## src/rtl/uart_rx_fifo.sv

```systemverilog
// uart_rx_fifo: 8N1 UART receiver with 16x oversampling, feeding a small
// first-word-fall-through FIFO. The 6502 reads it through the floppy
// toplevel register decode.
//
// Ports:
//   clk        system clock
//   reset_n    asynchronous active-low reset
//   ce         clock enable; qualifies rd and clr_err only
//   uart_rxd   asynchronous serial input, idle high
//   rd         pop request (acts when ce=1)
//   clr_err    clear sticky error flags (acts when ce=1)
//   rx_data    FIFO head byte, 8'h00 when empty
//   rx_avail   FIFO non-empty
//   rx_count   bytes held, 0..2**FIFO_AW
//   overrun    sticky: byte dropped because the FIFO was full
//   frame_err  sticky: stop bit sampled low
//
// State    | meaning
// ---------+--------------------------------------------------------------
// IDLE     | line idle, waiting for a low sample on a tick
// START    | counting to the middle of the start bit to reject glitches
// DATA     | sampling 8 data bits at sc=15, LSB first
// STOP     | sampling the stop bit; push on high, frame error on low
// WAITHI   | after a frame error, wait for the line to return high

module uart_rx_fifo #(
    parameter int SYS_CLK  = 24000000,
    parameter int BAUDRATE = 115200,
    parameter int FIFO_AW  = 3
) (
    input  logic               clk,
    input  logic               reset_n,
    input  logic               ce,
    input  logic               uart_rxd,
    input  logic               rd,
    input  logic               clr_err,
    output logic [7:0]         rx_data,
    output logic               rx_avail,
    output logic [FIFO_AW:0]   rx_count,
    output logic               overrun,
    output logic               frame_err
);

    localparam int DIV   = (SYS_CLK + BAUDRATE * 8) / (BAUDRATE * 16);
    localparam int DIV_W = (DIV > 1) ? $clog2(DIV) : 1;
    localparam int DEPTH = 1 << FIFO_AW;
    localparam int CNT_W = FIFO_AW + 1;

    typedef enum logic [2:0] {
        IDLE   = 3'd0,
        START  = 3'd1,
        DATA   = 3'd2,
        STOP   = 3'd3,
        WAITHI = 3'd4
    } state_t;

    // synchroniser
    logic rxs_meta_q, rxs_q;

    always_ff @(posedge clk or negedge reset_n) begin
        if (!reset_n) begin
            rxs_meta_q <= 1'b1;
            rxs_q      <= 1'b1;
        end else begin
            rxs_meta_q <= uart_rxd;
            rxs_q      <= rxs_meta_q;
        end
    end

    // oversampling tick
    logic [DIV_W-1:0] div_cnt_q, div_cnt_d;
    logic             tick;

    assign tick = (div_cnt_q == DIV_W'(DIV - 1));

    always_comb begin
        div_cnt_d = div_cnt_q + DIV_W'(1);
        if (tick) begin
            div_cnt_d = '0;
        end
    end

    always_ff @(posedge clk or negedge reset_n) begin
        if (!reset_n) begin
            div_cnt_q <= '0;
        end else begin
            div_cnt_q <= div_cnt_d;
        end
    end

    // receiver FSM
    state_t     state_q, state_d;
    logic [3:0] sc_q, sc_d;
    logic [2:0] bit_q, bit_d;
    logic [7:0] shift_q, shift_d;
    logic       armed_q, armed_d;
    logic       push;
    logic       ferr_set;

    // The synchroniser resets high, so a line held low through reset would
    // look like a start edge. armed_q blocks the first start until the line
    // has been seen high on a tick.
    always_comb begin
        state_d  = state_q;
        sc_d     = sc_q;
        bit_d    = bit_q;
        shift_d  = shift_q;
        armed_d  = armed_q | (tick & rxs_q);
        push     = 1'b0;
        ferr_set = 1'b0;
        if (tick) begin
            case (state_q)
                IDLE: begin
                    if (!rxs_q && armed_q) begin
                        state_d = START;
                        sc_d    = 4'd0;
                    end
                end
                START: begin
                    if (sc_q == 4'd7) begin
                        if (rxs_q) begin
                            state_d = IDLE;
                        end else begin
                            state_d = DATA;
                            sc_d    = 4'd0;
                            bit_d   = 3'd0;
                        end
                    end else begin
                        sc_d = sc_q + 4'd1;
                    end
                end
                DATA: begin
                    if (sc_q == 4'd15) begin
                        shift_d = {rxs_q, shift_q[7:1]};
                        sc_d    = 4'd0;
                        if (bit_q == 3'd7) begin
                            state_d = STOP;
                        end else begin
                            bit_d = bit_q + 3'd1;
                        end
                    end else begin
                        sc_d = sc_q + 4'd1;
                    end
                end
                STOP: begin
                    if (sc_q == 4'd15) begin
                        sc_d = 4'd0;
                        if (rxs_q) begin
                            push    = 1'b1;
                            state_d = IDLE;
                        end else begin
                            ferr_set = 1'b1;
                            state_d  = WAITHI;
                        end
                    end else begin
                        sc_d = sc_q + 4'd1;
                    end
                end
                WAITHI: begin
                    if (rxs_q) begin
                        state_d = IDLE;
                    end
                end
                default: state_d = IDLE;
            endcase
        end
    end

    always_ff @(posedge clk or negedge reset_n) begin
        if (!reset_n) begin
            state_q <= IDLE;
            sc_q    <= 4'd0;
            bit_q   <= 3'd0;
            shift_q <= 8'h00;
            armed_q <= 1'b0;
        end else begin
            state_q <= state_d;
            sc_q    <= sc_d;
            bit_q   <= bit_d;
            shift_q <= shift_d;
            armed_q <= armed_d;
        end
    end

    // FIFO
    logic [7:0]         mem_q [DEPTH];
    logic [FIFO_AW-1:0] wr_ptr_q, wr_ptr_d;
    logic [FIFO_AW-1:0] rd_ptr_q, rd_ptr_d;
    logic [CNT_W-1:0]   count_q, count_d;
    logic               pop, full, wr_en, ovr_set;
    logic               overrun_q, overrun_d;
    logic               frame_err_q, frame_err_d;
    logic               clr;

    assign pop     = ce & rd & (count_q != '0);
    assign full    = (count_q == CNT_W'(DEPTH));
    // a pop in the same cycle frees the slot, so a full FIFO still accepts
    assign wr_en   = push & (~full | pop);
    assign ovr_set = push & full & ~pop;
    assign clr     = ce & clr_err;

    always_comb begin
        wr_ptr_d = wr_ptr_q;
        rd_ptr_d = rd_ptr_q;
        count_d  = count_q;
        if (wr_en) begin
            wr_ptr_d = wr_ptr_q + FIFO_AW'(1);
        end
        if (pop) begin
            rd_ptr_d = rd_ptr_q + FIFO_AW'(1);
        end
        if (wr_en && !pop) begin
            count_d = count_q + CNT_W'(1);
        end else if (pop && !wr_en) begin
            count_d = count_q - CNT_W'(1);
        end
        // set beats clear when both happen in one cycle
        overrun_d   = ovr_set  | (overrun_q   & ~clr);
        frame_err_d = ferr_set | (frame_err_q & ~clr);
    end

    always_ff @(posedge clk or negedge reset_n) begin
        if (!reset_n) begin
            wr_ptr_q    <= '0;
            rd_ptr_q    <= '0;
            count_q     <= '0;
            overrun_q   <= 1'b0;
            frame_err_q <= 1'b0;
        end else begin
            wr_ptr_q    <= wr_ptr_d;
            rd_ptr_q    <= rd_ptr_d;
            count_q     <= count_d;
            overrun_q   <= overrun_d;
            frame_err_q <= frame_err_d;
        end
    end

    // storage needs no reset; rx_data is forced to 0 while empty
    always_ff @(posedge clk) begin
        if (wr_en) begin
            mem_q[wr_ptr_q] <= shift_q;
        end
    end

    assign rx_data   = (count_q != '0) ? mem_q[rd_ptr_q] : 8'h00;
    assign rx_avail  = (count_q != '0);
    assign rx_count  = count_q;
    assign overrun   = overrun_q;
    assign frame_err = frame_err_q;

endmodule

```

## config.mk

```make
export PLATFORM = sky130hd
export DESIGN_NAME = uart_rx_fifo
export DESIGN_NICKNAME = d
export VERILOG_FILES = /design/src/rtl/uart_rx_fifo.sv
export SDC_FILE = /design/constraint.sdc
export NUM_CORES = 1
export LEC_CHECK = 0
export ABC_AREA = 1
export ABC_CLOCK_PERIOD_IN_PS = 3100
export CAP_MARGIN = 20
export CORE_UTILIZATION = 55
export CTS_CLUSTER_SIZE = 24
export DETAILED_ROUTE_END_ITERATION = 10
export PLACE_DENSITY = 0.74
export SLEW_MARGIN = 10
export SYNTH_ARGS = -nofsm -noshare
export SYNTH_HDL_FRONTEND = slang
export SYNTH_SLANG_ARGS = --single-unit
```

## constraint.sdc

```tcl
create_clock -name clk -period 3.1 [get_ports clk]
set_clock_uncertainty 0.05 [all_clocks]
set_input_delay 0.62 -clock clk [delete_from_list [all_inputs] [get_ports clk]]
set_output_delay 0.62 -clock clk [all_outputs]
set_load 0.02 [all_outputs]
```

After elaboration in Yosys (flattened, before gate mapping) --
Memories as Yosys holds them, arrays and structs flattened. Index checks and enable logic that the tools add are counted.
Storage, ports and cells: bits in registers 37, memory bits (writable) 64, memories 1
Cells by class: $add $sub $neg 7, equal/unequal tests 18, multiplexer cells 33, bitwise logic cells 16, reduce and logical (&&, ||, !) cells 16
Memory list:
- mem_q | depth 8, bits a word 8, read ports 1, clocked after Yosys merged registers in 0, wr ports 1, line 186 | logic [7:0] mem_q [DEPTH];
Operator list (number):
- $mux W3 | 11
- $mux W4 | 7
- $ne A2 B2 Y1 const B | 8
- $pmux W3 S5 | 1
- $add A4 B1 Y4 const B | 3
- $eq A4 B4 Y1 const B | 3
- $pmux W4 S3 | 1
- $mux W1 | 10
- $add A3 B1 Y3 const B | 3
- $and A1 B1 Y1 | 9
- $mux W8 | 1
- $reduce_and A7 Y1 | 1
- $eq A3 B2 Y1 const B | 2
- $eq A3 B3 Y1 const B | 2
- $pmux W3 S2 | 1
- $reduce_and A6 Y1 | 1
- $eq A4 B3 Y1 const B | 1
- $or A1 B1 Y1 | 4
- $reduce_and A4 Y1 | 1
- $reduce_bool A2 Y1 | 2
- $reduce_bool A4 Y1 | 1
- $sub A4 B1 Y4 const B | 1
- $eq A3 B1 Y1 const B | 1
- $logic_and A1 B1 Y1 | 3
- other kinds (8) | 12

Logic depth before layout (Yosys ltp) --
Gate-level depths: netlist (run 1).
word-level depth 9, depth in mapped cells 14, mapped depth without buffers 14

Least setup slack after synthesis (run 1) --
No wires, ideal clock.
kind flip-flop to flip-flop, from register count_q[0], in the netlist rx_count[0], to register count_q[3], in the netlist rx_count[3], arrival 2.166 ns, path slack 0.767 ns, cell stages (with the launch flop) 12, path buffers 0, period minus slack after synthesis 2.333 ns, cell sequence dfrtp_1 -> nor3_2 -> nand2_1 -> nand2_2 -> ha_1 -> inv_1 -> ha_1 -> a21oi_1 -> nand2_1 -> xor2_1 -> nand2_1 -> nand2_1
On the way: word-level cells in the longest chain between the ends 7, elaborated cells between the ends (all ways) 15
RTL lines:
- start: declaration | line 189 | logic [CNT_W-1:0] count_q, count_d;
- start signal: assignment | line 232 | count_q <= count_d;
- $reduce_bool A4 Y1 (*)
- named net rx_avail | line 38 | output logic rx_avail,
- $and A1 B1 Y1 (*) | line 195 | assign pop = ce & rd & (count_q != '0);
- $or A1 B1 Y1 | line 198 | assign wr_en = push & (~full | pop);
- $and A1 B1 Y1 | line 198
- $logic_not A1 Y1 | line 214 | end else if (pop && !wr_en) begin
- $logic_and A1 B1 Y1 | line 214
- $reduce_bool A2 Y1 (no source line)
Mark *: on every way through the listed nets, which the timed path passes. The rest lies on a longest branch. The select of a mux whose other input is x is not followed. A chain may end at the register's enable or synchronous reset.

Worst setup path after layout (run 1) --
from register rd_ptr_q[0], to output rx_data[3]
On the way: word-level cells in the longest chain between the ends 2
RTL lines:
- start: declaration | line 188 | logic [FIFO_AW-1:0] rd_ptr_q, rd_ptr_d;
- start signal: assignment | line 231 | rd_ptr_q <= rd_ptr_d;
- $mem_v2 Z8 W8
- $mux W8 | line 245 | assign rx_data = (count_q != '0) ? mem_q[rd_ptr_q] : 8'h00;
- end: declaration | line 37 | output logic [7:0] rx_data,
No other way between the ends.

==> results of run 1 <==
what timing repair did:
item,CTS,global route
endpoints found under the setup margin,3,7
gates resized for setup,1,2
cloned,0,0
report_power, final:
part | internal, mW | switching, mW
Sequential | 1.47 | 0.102
Combinational | 0.546 | 0.774
Clock | 0.467 | 0.467
Total | 2.48 | 1.34
how the worst min path moves through the flow:
stage                                    start                    to
after floorplan                        reset_n     armed_q$_DFF_PN0_
after global placement    rxs_meta_q$_DFF_PN1_       rxs_q$_DFF_PN1_
after detailed placement  rxs_meta_q$_DFF_PN1_       rxs_q$_DFF_PN1_
after CTS                 rxs_meta_q$_DFF_PN1_       rxs_q$_DFF_PN1_
after global routing      rxs_meta_q$_DFF_PN1_       rxs_q$_DFF_PN1_
final                                  reset_n  bit_q[1]$_DFFE_PN0P_
cell families after synthesis:
logic type               count (synthesis)  synth area share [%]
AO/OA/AOI/OAI                           59                 7.129
flip-flops                             101                 61.29
AND/OR/NAND/NOR                        224                 22.52
buffers and inverters                   46                 4.062
XOR/XNOR                                10                 1.883
adder cells (fa/ha/maj)                 11                 3.121
stage by stage:
step	util [%]	cell area, um^2
after floorplan	-	4651
after global placement	60.06	4935
final	62.95	5172
after CTS	62.89	5167
after global routing	62.95	5172
after detailed placement	60.06	4935
Yosys cell counts, drive strengths merged:
| cell | count | area, um^2 |
|---|---|---|
| edfxtp | 64 | 1922 |
| nand2 | 79 | 314.0 |
| nand4 | 5 | 31.28 |
| clkinv | 1 | 3.750 |
| ha | 10 | 125.1 |
| dfstp | 2 | 52.55 |
| nor2 | 111 | 491.7 |
| buf | 8 | 46.29 |
| nand3 | 28 | 200.2 |
| o21ai | 52 | 282.8 |
| clkbuf | 5 | 18.77 |
| inv | 32 | 120.1 |
| fa | 1 | 20.02 |
| o21bai | 1 | 7.510 |
| a21oi | 6 | 41.29 |
| xnor2 | 6 | 52.55 |
| xor2 | 4 | 35.03 |
| nor3 | 1 | 10.01 |
| dfrtp | 35 | 875.8 |
routing by layer:
metal	vias to the layer above	wire length (um)	GRT usage (%)
met1	1408	3901	28.68
li1	1536	-	-
met3	8	438	3.560
met5	-	0	0
met4	0	97	8.846
met2	80	4140	35.16
registers in the layout, indices dropped and copies added, names as in the netlist:
signal and count:
armed_q 1, bit_q 3, div_cnt_q 4, frame_err 1, mem_q 64, overrun 1
rd_ptr_q 3, rx_count 4, rxs_meta_q 1, rxs_q 1, sc_q 4, shift_q 8
state_q 3, wr_ptr_q 3
cells in the final DEF, fill, tap and decap left out, types with 9 or more instances in the layout:
cell type,instances
nor2_2,11
nand3_1,22
clkbuf_8,9
clkdlybuf4s50_1,19
dfrtp_1,34
ha_1,10
o21ai_0,40
inv_1,29
nor2_1,96
nand2_1,76
edfxtp_1,64
layout make-up:
| type | instances | area [um^2] |
|---|---|---|
| clock inverters | 7 | 105.1 |
| well taps | 105 | 131.4 |
| flip-flops and latches | 101 | 2851 |
| repair buffers | 23 | 225.2 |
| clock buffers | 9 | 123.9 |
| inverters | 33 | 123.9 |
| fillers | 638 | 3044 |
| multi-input cells | 304 | 1612 |
worst max-delay path, cell delays in order, from the launching register on:
cell             delay, ns
dfrtp_2               0.45
buf_6                 0.24
nor2_1                0.08
nor2_1                0.09
o21ai_0               0.12
o21ai_1               0.13
nor2_1                0.07
nor2_1                0.12
clkdlybuf4s50_1       0.60
==> flow_metrics.py, run 1 <==
metrics = {
    "placed_design": {
        "port_buffers": 20,
        "gp_congestion": 0.8803,
        "hpwl_um": 5841,
        "pre_cts_ws_ns": 0.1866,
        "dpl.cell_count": 566,
    },
    "layout": {
        "drive_above_1_share_pct": 12.58,
        "layout.cells.non_filler": 582,
        "n_antenna_cell": 0,
        "nets": 489,
        "synthToLayoutAreaGrowth_pct": 11.22,
    },
    "clock_tree": {
        "cts.htree.levels": 3,
        "root_buffer": "clkbuf_8",
        "insertion_delay_ns": 0.36,
        "cts_made_buffers": 9,
        "clk_pin_slew_ns": 0.10,
        "cts_buffer_depth": 2,
        "cts.sinks": 101,
        "tritoncts": "done",
        "cts_setup_buffers": 0,
        "cts_hold_buffers": 0,
    },
    "drt": {
        "wl_um": 8578,
        "wl_per_cell_um": 14.74,
        "route.antenna.remaining_nets": 0,
        "drt-initial-drc-count": 116,
        "via_count": 3032,
        "drc": 0,
        "first_pass_iters": 4,
        "vias_per_cell": 5.210,
    },
    "synth": {
        "syn_inst": 451,
        "yosysWarnings": 0,
        "syn_area_um2": 4651,
        "synth_cell_types": 31,
        "yosysSeqAreaShare_pct": 61.29,
        "syn_nets": 468,
        "avgSynthCellArea_um2": 10.31,
        "synth-seq-cells": 101,
    },
    "setup_path": {
        "cp.arrival_ns": 2.28,
        "rrSetupSlack_ns": 0.60,
        "r2r-end": "rx_count[3]$_DFFE_PN0P_",
        "criticalPathCategory": "flip-flop to output pin",
        "crit_path_start_kind": "flip-flop",
        "crit_end": "rx_data[3]",
        "crit_fanout": 28,
        "cp-end-kind": "output pin",
        "worstPathRequired_ns": 2.43,
        "reg2regPathDepth": 14,
        "regToRegStartpoint": "div_cnt_q[0]$_DFF_PN0_",
        "crit_start": "rd_ptr_q[0]$_DFFE_PN0N_",
    },
    "global_route": {
        "grt_usage_pct": 21.53,
        "grt-ovfl-total": 0,
        "grt_start_max_net_pins": 38,
        "grt_pass1_vias": 2977,
        "grt_pass1_wl_um": 14210,
        "grt_antenna_before_repair": 0,
    },
    "run_status": {
        "status": "complete, no violations",
    },
    "floorplan": {
        "io_pins": 21,
        "die-width_um": 93.96,
        "fp.dieArea_um2": 8828,
        "rows": 33,
        "core_um2": 8217,
        "start_util_pct": 56.60,
        "fp.dieH_um": 93.96,
    },
    "timing": {
        "setup_ws_ns": 0.1546,
        "hold_violations": 0,
        "rsz0062_at_grt": "false",
        "setup-violations-final": 0,
        "period_share_pct": 95.01,
        "finalCriticalPeriod_ns": 2.945,
        "worst_pin_slew_ns": 0.8362,
        "fmaxAchievable_mhz": 339.5,
        "fin_setup_tns_ns": 0,
        "fin_hold_ws_ns": 0.3006,
        "slew_viol_final": 0,
        "slew_headroom_pct": 44.26,
    },
    "power_and_ir_drop": {
        "power_density_nw_per_um2": 739.4,
        "ir_worst_vdd_v": 0.0002982,
        "power_mw": 3.824,
        "leakage_nw": 2.263,
    },
    "flow_run": {
        "drv_cap": 0,
    },
    "worst_hold_path": {
        "hold_class": "primary input to asynchronous set/reset pin",
    },
}
No activity file was read; power rests on OpenSTA's default activity.
==> run 2: changes to the inputs <==
--- a/config.mk
+++ b/config.mk
@@ -12,6 +12,7 @@
 export CTS_CLUSTER_SIZE = 24
 export DETAILED_ROUTE_END_ITERATION = 10
 export PLACE_DENSITY = 0.74
+export SKIP_LAST_GASP = 1
 export SLEW_MARGIN = 10
 export SYNTH_ARGS = -nofsm -noshare
 export SYNTH_HDL_FRONTEND = slang
==> results of run 2 <==
Same layout as run 1: the final DEF is identical, and so are final timing and power.
